`src/rtl/nearest_hit_selector_pkg.sv`:
```
// nearest_hit_selector_pkg: shared widths, recoded-double field codes
// and FSM state type for the nearest hit selector.
package nearest_hit_selector_pkg;

  localparam int REC_W   = 65;
  localparam int ID_W    = 16;
  localparam int CODE_HI = 63;
  localparam int CODE_LO = 61;

  localparam logic [2:0] CODE_NAN  = 3'h7;
  localparam logic [2:0] CODE_INF  = 3'h6;
  localparam logic [2:0] CODE_ZERO = 3'h0;

  localparam logic [REC_W-1:0] REC_ZERO = '0;

  typedef enum logic {
    ACC,
    OUT
  } state_t;

  function automatic logic is_nan(
    input logic [REC_W-1:0] v
  );
    return v[CODE_HI:CODE_LO] == CODE_NAN;
  endfunction

endpackage

```
`src/rtl/nearest_hit_selector_if.sv`:
```
// nearest_hit_selector_if: candidate-in and result-out handshakes.
// master drives candidates and consumes results; slave is the selector.
interface nearest_hit_selector_if
  import nearest_hit_selector_pkg::*;
();

  logic             in_valid;
  logic             in_ready;
  logic [REC_W-1:0] in_t;
  logic [ID_W-1:0]  in_id;
  logic             in_last;

  logic             out_valid;
  logic             out_ready;
  logic             out_hit;
  logic [REC_W-1:0] out_t;
  logic [ID_W-1:0]  out_id;
  logic             out_invalid;

  modport master (
    output in_valid,
    output in_t,
    output in_id,
    output in_last,
    output out_ready,
    input  in_ready,
    input  out_valid,
    input  out_hit,
    input  out_t,
    input  out_id,
    input  out_invalid
  );

  modport slave (
    input  in_valid,
    input  in_t,
    input  in_id,
    input  in_last,
    input  out_ready,
    output in_ready,
    output out_valid,
    output out_hit,
    output out_t,
    output out_id,
    output out_invalid
  );

endinterface

```
`src/rtl/nearest_hit_selector_cmp.sv`:
```
// nearest_hit_selector_cmp: combinational recoded-double a < b compare.
// lt is a signalling compare, so any NaN operand raises invalid.
module nearest_hit_selector_cmp
  import nearest_hit_selector_pkg::*;
(
  input  logic [REC_W-1:0] a,
  input  logic [REC_W-1:0] b,
  output logic             lt,
  output logic             invalid
);

  logic       sa;
  logic       sb;
  logic [2:0] ca;
  logic [2:0] cb;
  logic       nan_a;
  logic       nan_b;
  logic       both_zero;
  logic       both_inf;
  logic       mag_lt;
  logic       mag_gt;
  logic       ordered;

  assign sa = a[REC_W-1];
  assign sb = b[REC_W-1];
  assign ca = a[CODE_HI:CODE_LO];
  assign cb = b[CODE_HI:CODE_LO];

  assign nan_a     = ca == CODE_NAN;
  assign nan_b     = cb == CODE_NAN;
  assign both_zero = (ca == CODE_ZERO) && (cb == CODE_ZERO);
  assign both_inf  = (ca == CODE_INF) && (cb == CODE_INF);
  assign ordered   = !nan_a && !nan_b;

  // Recoded exp:sig is monotonic in magnitude; equal infinities tie.
  always_comb begin
    mag_lt = 1'b0;
    mag_gt = 1'b0;
    if (!both_inf) begin
      mag_lt = a[REC_W-2:0] < b[REC_W-2:0];
      mag_gt = a[REC_W-2:0] > b[REC_W-2:0];
    end
  end

  // Zeros of either sign compare equal; otherwise order by sign then mag.
  always_comb begin
    lt = 1'b0;
    if (ordered && !both_zero) begin
      unique case (1'b1)
        (sa && !sb): lt = 1'b1;
        (sa && sb):  lt = mag_gt;
        (!sa && !sb): lt = mag_lt;
        default:     lt = 1'b0;
      endcase
    end
  end

  assign invalid = nan_a || nan_b;

endmodule

```
`src/rtl/nearest_hit_selector.sv`:
```
// nearest_hit_selector: per group, keeps the smallest t above t_eps
// (earliest wins ties) and returns it with its id and a NaN flag.
module nearest_hit_selector
  import nearest_hit_selector_pkg::*;
(
  input  logic                   clk,
  input  logic                   reset_n,
  input  logic [REC_W-1:0]       t_eps,
  nearest_hit_selector_if.slave  bus
);

  state_t           state_q;
  state_t           state_d;

  logic             s1_valid;
  logic             s1_last;
  logic [REC_W-1:0] s1_t;
  logic [ID_W-1:0]  s1_id;

  logic             best_valid;
  logic [REC_W-1:0] best_t;
  logic [ID_W-1:0]  best_id;
  logic             nan_seen;

  logic             in_rdy;
  logic             accept;
  logic             eval;
  logic             qualify;
  logic             out_fire;
  logic             lt_eps;
  logic             inv_eps;
  logic             lt_best;
  logic             inv_best;

  nearest_hit_selector_cmp u_cmp_eps (
    .a       (t_eps),
    .b       (s1_t),
    .lt      (lt_eps),
    .invalid (inv_eps)
  );

  nearest_hit_selector_cmp u_cmp_best (
    .a       (s1_t),
    .b       (best_t),
    .lt      (lt_best),
    .invalid (inv_best)
  );

  assign in_rdy = reset_n && (state_q == ACC)
               && !(s1_valid && s1_last);
  assign accept   = bus.in_valid && in_rdy;
  assign eval     = (state_q == ACC) && s1_valid;
  assign qualify  = eval && !is_nan(s1_t) && lt_eps
                 && (!best_valid || lt_best);
  assign out_fire = (state_q == OUT) && bus.out_ready;

  // State register.
  always_ff @(posedge clk or negedge reset_n) begin
    if (!reset_n) state_q <= ACC;
    else          state_q <= state_d;
  end

  // Leave ACC once the last beat is evaluated; return on result handshake.
  always_comb begin
    state_d = state_q;
    unique case (state_q)
      ACC: if (eval && s1_last) state_d = OUT;
      OUT: if (bus.out_ready)   state_d = ACC;
      default: state_d = ACC;
    endcase
  end

  // Stage S1: one captured beat, evaluated on the following edge.
  always_ff @(posedge clk or negedge reset_n) begin
    if (!reset_n) begin
      s1_valid <= 1'b0;
      s1_last  <= 1'b0;
      s1_t     <= REC_ZERO;
      s1_id    <= '0;
    end else if (state_q == ACC) begin
      s1_valid <= accept;
      if (accept) begin
        s1_last <= bus.in_last;
        s1_t    <= bus.in_t;
        s1_id   <= bus.in_id;
      end
    end
  end

  // Running best and NaN flag; cleared once the result is taken.
  always_ff @(posedge clk or negedge reset_n) begin
    if (!reset_n) begin
      best_valid <= 1'b0;
      best_t     <= REC_ZERO;
      best_id    <= '0;
      nan_seen   <= 1'b0;
    end else if (out_fire) begin
      best_valid <= 1'b0;
      best_t     <= REC_ZERO;
      best_id    <= '0;
      nan_seen   <= 1'b0;
    end else if (eval) begin
      if (qualify) begin
        best_valid <= 1'b1;
        best_t     <= s1_t;
        best_id    <= s1_id;
      end
      nan_seen <= nan_seen || inv_eps || inv_best;
    end
  end

  assign bus.in_ready    = in_rdy;
  assign bus.out_valid   = state_q == OUT;
  assign bus.out_hit     = bus.out_valid && best_valid;
  assign bus.out_t       = bus.out_hit ? best_t : REC_ZERO;
  assign bus.out_id      = bus.out_hit ? best_id : '0;
  assign bus.out_invalid = bus.out_valid && nan_seen;

endmodule

```
`src/flat_wrapper.sv`:
```
// flat-port wrapper written by rule: the top's interface ports become plain ports
module nearest_hit_selector_flat import nearest_hit_selector_pkg::*;
  (clk, reset_n, t_eps, bus_in_valid, bus_in_t, bus_in_id, bus_in_last, bus_out_ready, bus_in_ready, bus_out_valid, bus_out_hit, bus_out_t, bus_out_id, bus_out_invalid);
  nearest_hit_selector_if bus_i ();
  input  logic clk;
  input  logic reset_n;
  input  logic [REC_W-1:0] t_eps;
  input wire logic [$bits(bus_i.in_valid)-1:0] bus_in_valid;
  input wire logic [$bits(bus_i.in_t)-1:0] bus_in_t;
  input wire logic [$bits(bus_i.in_id)-1:0] bus_in_id;
  input wire logic [$bits(bus_i.in_last)-1:0] bus_in_last;
  input wire logic [$bits(bus_i.out_ready)-1:0] bus_out_ready;
  output wire logic [$bits(bus_i.in_ready)-1:0] bus_in_ready;
  output wire logic [$bits(bus_i.out_valid)-1:0] bus_out_valid;
  output wire logic [$bits(bus_i.out_hit)-1:0] bus_out_hit;
  output wire logic [$bits(bus_i.out_t)-1:0] bus_out_t;
  output wire logic [$bits(bus_i.out_id)-1:0] bus_out_id;
  output wire logic [$bits(bus_i.out_invalid)-1:0] bus_out_invalid;
  assign bus_i.in_valid = bus_in_valid;
  assign bus_i.in_t = bus_in_t;
  assign bus_i.in_id = bus_in_id;
  assign bus_i.in_last = bus_in_last;
  assign bus_i.out_ready = bus_out_ready;
  assign bus_in_ready = bus_i.in_ready;
  assign bus_out_valid = bus_i.out_valid;
  assign bus_out_hit = bus_i.out_hit;
  assign bus_out_t = bus_i.out_t;
  assign bus_out_id = bus_i.out_id;
  assign bus_out_invalid = bus_i.out_invalid;
  nearest_hit_selector u_core (.clk(clk), .reset_n(reset_n), .t_eps(t_eps), .bus(bus_i));
endmodule
```
`config.mk`:
```
export PLATFORM = sky130hd
export DESIGN_NAME = nearest_hit_selector_flat
export DESIGN_NICKNAME = d
export VERILOG_FILES = /design/src/rtl/nearest_hit_selector_pkg.sv /design/src/rtl/nearest_hit_selector_if.sv /design/src/rtl/nearest_hit_selector_cmp.sv /design/src/rtl/nearest_hit_selector.sv /design/src/flat_wrapper.sv
export SDC_FILE = /design/constraint.sdc
export NUM_CORES = 1
export LEC_CHECK = 0
export ABC_AREA = 0
export CAP_MARGIN = 20
export CORE_ASPECT_RATIO = 0.8
export CORE_MARGIN = 2
export CORE_UTILIZATION = 55
export CTS_CLUSTER_DIAMETER = 30
export DETAILED_ROUTE_END_ITERATION = 10
export PLACE_DENSITY = 0.87
export SLEW_MARGIN = 5
export SYNTH_ARGS = -nofsm -noshare
export SYNTH_HDL_FRONTEND = slang
export SYNTH_SLANG_ARGS = --single-unit
```
`constraint.sdc`:
```
create_clock -name clk -period 7.16 [get_ports clk]
set_input_delay 0.716 -clock clk [delete_from_list [all_inputs] [get_ports clk]]
set_output_delay 0.716 -clock clk [all_outputs]
set_load 0.005 [all_outputs]
```
# Word-level counts from Yosys, hierarchy flattened
# Cells that the tools add are included.
# totals
output_inout_bits,85
ff_bits,167
elab_cells,92
in_bits,151
# classes
eq_ne,6
reduce_logical,48
n_mux,24
magnitude_cmp,4
bitwise_logic,1
# op_table
operator,count
65-bit 2-to-1 mux,4
64-bit > comparator,2
64-bit less-than comparator,2
16-bit 2-to-1 mux,4
1-bit logical AND,26
"3-bit == test, second input constant",6
1-bit 2-to-1 mux,13
1-bit zero test,10
3-bit zero test,3
1-bit one-hot mux with 3 select lines,2
1-bit logical OR,5
2-bit AND reduction,2
2-bit nonzero test,2
1-bit one-hot mux with 2 select lines,1
1-bit NOT,1

# Depth between registers and ports, before layout
# logic_depth
word_depth,10
depth_mapped,13
mapped_depth_nobuf,11

# By module
# From an unflattened synthesis, not the netlist that was laid out.
# hier_totals
hier_cells,1130
hier_area_um2,10983.0
# by_module_without_submodules
mod,seq_area_each_um2,area_per_inst_um2,cells_per_inst,n_inst
nearest_hit_selector,4179.0,7457.2,636,1
nearest_hit_selector_cmp,0.0,1762.9,247,2

# Worst setup path before layout
# No wires, ideal clock.
# synth_path
path_type,input to register
from,in t_eps[13]
to,reg u_core.best_t[37]
path_buffers,1
path_stages,11
setup_time_ps,64
required_ps,7096
path_slack_ps,4056
arrival_ps,3041
path_cell_list,ha_1 -> a21oi_2 -> nor2_1 -> a2111oi_4 -> a32o_1 -> nand3_1 -> o41a_1 -> or3_4 -> o31ai_4 -> buf_6 -> a22o_2
# synth_between
elab_chain_cells,8
elab_cells_between_ends,10
classes_between,2 x order compare; 4 x mux; 4 x reduce/logical
# synth_lines
item,line,rtl
from (decl),flat_wrapper.sv:7,input logic [REC_W-1:0] t_eps;
64-bit less-than comparator / 64-bit > comparator (equally long branches),"nearest_hit_selector_cmp.sv:40, nearest_hit_selector_cmp.sv:41",
1-bit 2-to-1 mux,nearest_hit_selector_cmp.sv:39,if (!both_inf) begin
1-bit one-hot mux with 3 select lines *,nearest_hit_selector_cmp.sv:49,unique case (1'b1)
1-bit 2-to-1 mux *,nearest_hit_selector_cmp.sv:48,if (ordered && !both_zero) begin
1-bit logical AND *,nearest_hit_selector.sv:53,assign qualify = eval && !is_nan(s1_t) && lt_eps
1-bit logical AND *,nearest_hit_selector.sv:54,&& (!best_valid || lt_best);
2-bit nonzero test (no source line) *,n/a,
2-bit AND reduction (no source line) *,n/a,
to (signal assigned),nearest_hit_selector.sv:105,best_t <= s1_t;
to (decl),nearest_hit_selector.sv:21,logic [REC_W-1:0] best_t;
# Every way passes the cells marked *; elsewhere a longest branch is shown, timed or not.
# A chain may end at the register's enable or synchronous reset.

# Final worst setup path
# layout_path
from,reg u_core.s1_t[8]
to,reg u_core.best_t[9]
# layout_between
elab_chain_cells,8
elab_cells_between_ends,17
classes_between,4 x order compare; 8 x mux; 5 x reduce/logical
# layout_lines
item,line,rtl
from (decl),nearest_hit_selector.sv:17,logic [REC_W-1:0] s1_t;
from (signal assigned),nearest_hit_selector.sv:84,s1_t <= bus.in_t;
64-bit less-than comparator / 64-bit > comparator (equally long branches),"nearest_hit_selector_cmp.sv:40, nearest_hit_selector_cmp.sv:41",
1-bit 2-to-1 mux,nearest_hit_selector_cmp.sv:39,
1-bit one-hot mux with 3 select lines,nearest_hit_selector_cmp.sv:49,
1-bit 2-to-1 mux,nearest_hit_selector_cmp.sv:48,
1-bit logical AND / 1-bit logical OR (equally long branches),"nearest_hit_selector.sv:53, nearest_hit_selector.sv:54",
1-bit logical AND *,nearest_hit_selector.sv:54,
2-bit nonzero test (no source line) *,n/a,
2-bit AND reduction (no source line) *,n/a,
# Marked as above.

==> impl_metrics.csv <==
group,metric,value,unit
run_status,outcome,"completed",
yosys,ys_types,56,
die,chipWidth,156.1,µm
worst_setup_path,critPathRequiredTime,7.53,ns
worst_setup_path,slowest_stage,"o22a_2",
cts,clockRootBuffer,"clkbuf_16",
timing,finalCritPeriodShare,63.68,%
routing,drtAntennaViolNets,0,
timing,rsz0062_at_grt,"no",
power_and_ir_drop,p_leak,6.326,nW
die,rows,44,
placement,port_buffers,235,
placement,pre_cts_slack,2.532,ns
placement,hpwl,20.27,mm
die,start_util,56.16,%
power_and_ir_drop,powerDensity,394.5,nW/µm²
cts,cts_tree,"done",
yosys,synth_area,10170,µm²
yosys,syn_avg_cell_area,10.63,µm²
yosys,seq_area_frac_synth,41.08,%
worst_setup_path,critPathMaxStageDelay,0.93,ns
timing,timing.setup.tns,0,ns
final_layout,drive_above_1_share,16.16,%
routing,vias,8328,
routing,drtIter0Drc,611,
die,core,18110,µm²
yosys,synth-seq-cells,167,
worst_setup_path,cp-end-kind,"flop",
yosys,synth-edff-count,0,
routing,finalWirelength,28.23,mm
run,drv_cap,0,
die,dieArea,19610,µm²
final_layout,num-fill-cells,1260,
timing,max_slew_margin,30.07,%
yosys,syn_nets,1236,
yosys,netlist.top_cell.by_area,"dfrtp_1",
cts,clock-sinks,167,
yosys,async_flop_share,100.0,%
yosys,postSynthCellCount,957,
yosys,ys_top_cells_by_area,"dfrtp_1 41%, ha_1 16%, mux2_2 9.1%",
cts,clkLatencyLatePin,0.43,ns
yosys,synth_common_cells,"167 x dfrtp_1, 132 x inv_1, 128 x ha_1",
cts,holdBufCountCts,0,
timing,worst_pin_slew,1.049,ns
global_route,grt_first_pass_wirelength,44.42,mm
worst_setup_path,arrival,4.93,ns
die,num_io_pins,236,
global_route,grt_pass1_vias,8451,
cts,cts_resized,0,
die,die_y,125.6,µm
cts,numCtsBuffers,17,
global_route,overflow,0,
timing,hold_violations,0,
worst_setup_path,cp-start-kind,"flop",
timing,worst_slack,2.600,ns
worst_setup_path,crit_buf_inv,1,
timing,fmax,219.3,MHz
global_route,antenna_found_initial,3,
yosys,synth_ff_type,"dfrtp_1",
worst_setup_path,criticalPathCategory,"reg2reg",
global_route,grt_use_total,29.03,%
cts,post-cts-setup-buffers,0,
cts,clkSlewWorstSetupHoldPaths,0.08,ns
final_layout,diodes,0,
worst_setup_path,cp_common_cell,"nor2_1",
yosys,yosysWarnings,0,
routing,dr.pass1.iters,5,
global_route,grt_max_degree,90,
timing,setup_violations,0,
worst_setup_path,cp_max_fo,52,
timing,fin_crit,4.560,ns
worst_setup_path,path_delay_family,"compound AO/OA/AOI/OAI gates",
worst_setup_path,path_cells,"ha_1 -> a211oi_1 -> nor2_1 -> nor3_1 -> nor2_1 -> a2111oi_0 -> o211ai_1 -> o31ai_1 -> o22a_2 -> buf_4 -> a22o_2",
power_and_ir_drop,peakVddDrop,0.0001893,V
routing,viasPerCell,5.873,
timing,slew_violations,0,
routing,drc_errors,0,
final_layout,areaGrowthSynthToFinish,29.99,%
yosys,synth_top_area_share,41.08,%
cts,ctsLongestPathBuffers,2,
cts,h-tree-depth,4,
yosys,yosysMostFrequentCell,"dfrtp_1",
routing,wl_per_cell,19.91,µm
final_layout,nNetsFinal,1454,
timing,clock_skew,0.01460,ns
min_path,hold_path_class,"in2async",
placement,place_congestion,0.8951,
-- area by class of cell --
type / instances / area, µm² / area share (%)
clock buffers: 17 / 425.4 / 3.217
clock inverters: 15 / 152.6 / 1.154
inverters: 132 / 495.5 / 3.747
multi-input cells: 614 / 5246 / 39.68
flip-flops and latches: 167 / 4182 / 31.62
well taps: 230 / 287.8 / 2.176
repair buffers: 243 / 2434 / 18.40
-- worst reg2reg max path, stage by stage, from the launching register on --
cell and delay, ns:
dfrtp_1 0.43, ha_1 0.32, a211oi_1 0.27, nor2_1 0.08
nor3_1 0.17, nor2_1 0.06, a2111oi_0 0.75, o211ai_1 0.24
o31ai_1 0.52, o22a_2 0.93, buf_4 0.51, a22o_2 0.22
-- per-stage QoR --
step	hold slack (ns)	power, W	utilization, %	cell area [µm²]	std cells
final	0.1835	0.005217	73.00	13220	1418
after detailed placement	0.4841	0.004271	69.81	12640	1386
after CTS	0.1911	0.005205	73.00	13220	1418
after global placement	0.4707	0.004132	69.66	12620	1385
after global routing	0.1921	0.005612	73.00	13220	1418
after floorplan	0.4204	0.003492	-	10170	957
-- cell families after synthesis --
group	Yosys count	share of synthesized area [%]
flops	167	41.08
simple gates	218	12.28
mux	83	9.176
compound gates	185	14.31
buf+inv	176	7.417
fa+ha+maj	128	15.74
-- cells in the final DEF, fill, tap and decap left out, types with 3 or more instances in the layout --
cell	instances
a2111oi_0	3
a211oi_1	3
a21o_1	6
a21oi_1	46
a221oi_1	5
a22o_1	24
a22o_2	57
and2_1	3
and3_1	82
and4_1	6
buf_4	7
clkbuf_16	17
clkdlybuf4s50_1	234
clkinvlp_4	3
dfrtp_1	165
ha_1	128
inv_1	132
inv_6	5
inv_8	4
mux2_2	82
nand2_1	42
nand3_1	21
nand3b_1	3
nand4_1	16
nor2_1	16
nor2b_1	3
nor3_1	9
nor4_1	4
o211ai_1	3
o21ai_0	18
-- sequential cells by signal, indices dropped and copies added (netlist names) --
name / count
u_core.s1_last: 1
u_core.bus.out_valid: 1
u_core.s1_valid: 1
u_core.best_t: 65
u_core.nan_seen: 1
u_core.s1_id: 16
u_core.s1_t: 65
u_core.best_id: 16
u_core.best_valid: 1
-- final timing paths --
check,startpoint,end,slack (ns),cells after the start
worst max-delay path,u_core.s1_t[8],u_core.best_t[9],2.60,11
worst min-delay path,reset_n,u_core.best_id[4],0.18,1
worst max register to register,u_core.s1_t[8],u_core.best_t[9],2.60,11
worst min register to register,u_core.s1_id[14],u_core.best_id[14],0.49,1
max in group asynchronous,reset_n,u_core.best_t[0],5.62,2
min in group clk,u_core.s1_id[14],u_core.best_id[14],0.49,1
-- report_power, final --
| group | internal, W | switching (W) | total [W] | leakage (nW) |
|---|---|---|---|---|
| Sequential | 0.00137 | 0.000440 | 0.00181 | 2.06 |
| Clock | 0.000465 | 0.000435 | 0.000900 | 0.275 |
| Combinational | 0.00123 | 0.00127 | 0.00251 | 4.00 |
| Total | 0.00307 | 0.00215 | 0.00522 | 6.33 |
-- per-layer routing --
metal | part of all wire (%) | up-vias | track usage, % | wire [µm]
met1 | 43 | 4063 | 39.32 | 12210
met2 | 46 | 349 | 46.41 | 13100
met3 | 8.6 | 37 | 7.777 | 2422
met4 | 1.6 | 4 | 8.095 | 464
met5 | 0.092 | - | 0 | 26
li1 | - | 3875 | - | -
(Power assumes the default switching activity.)
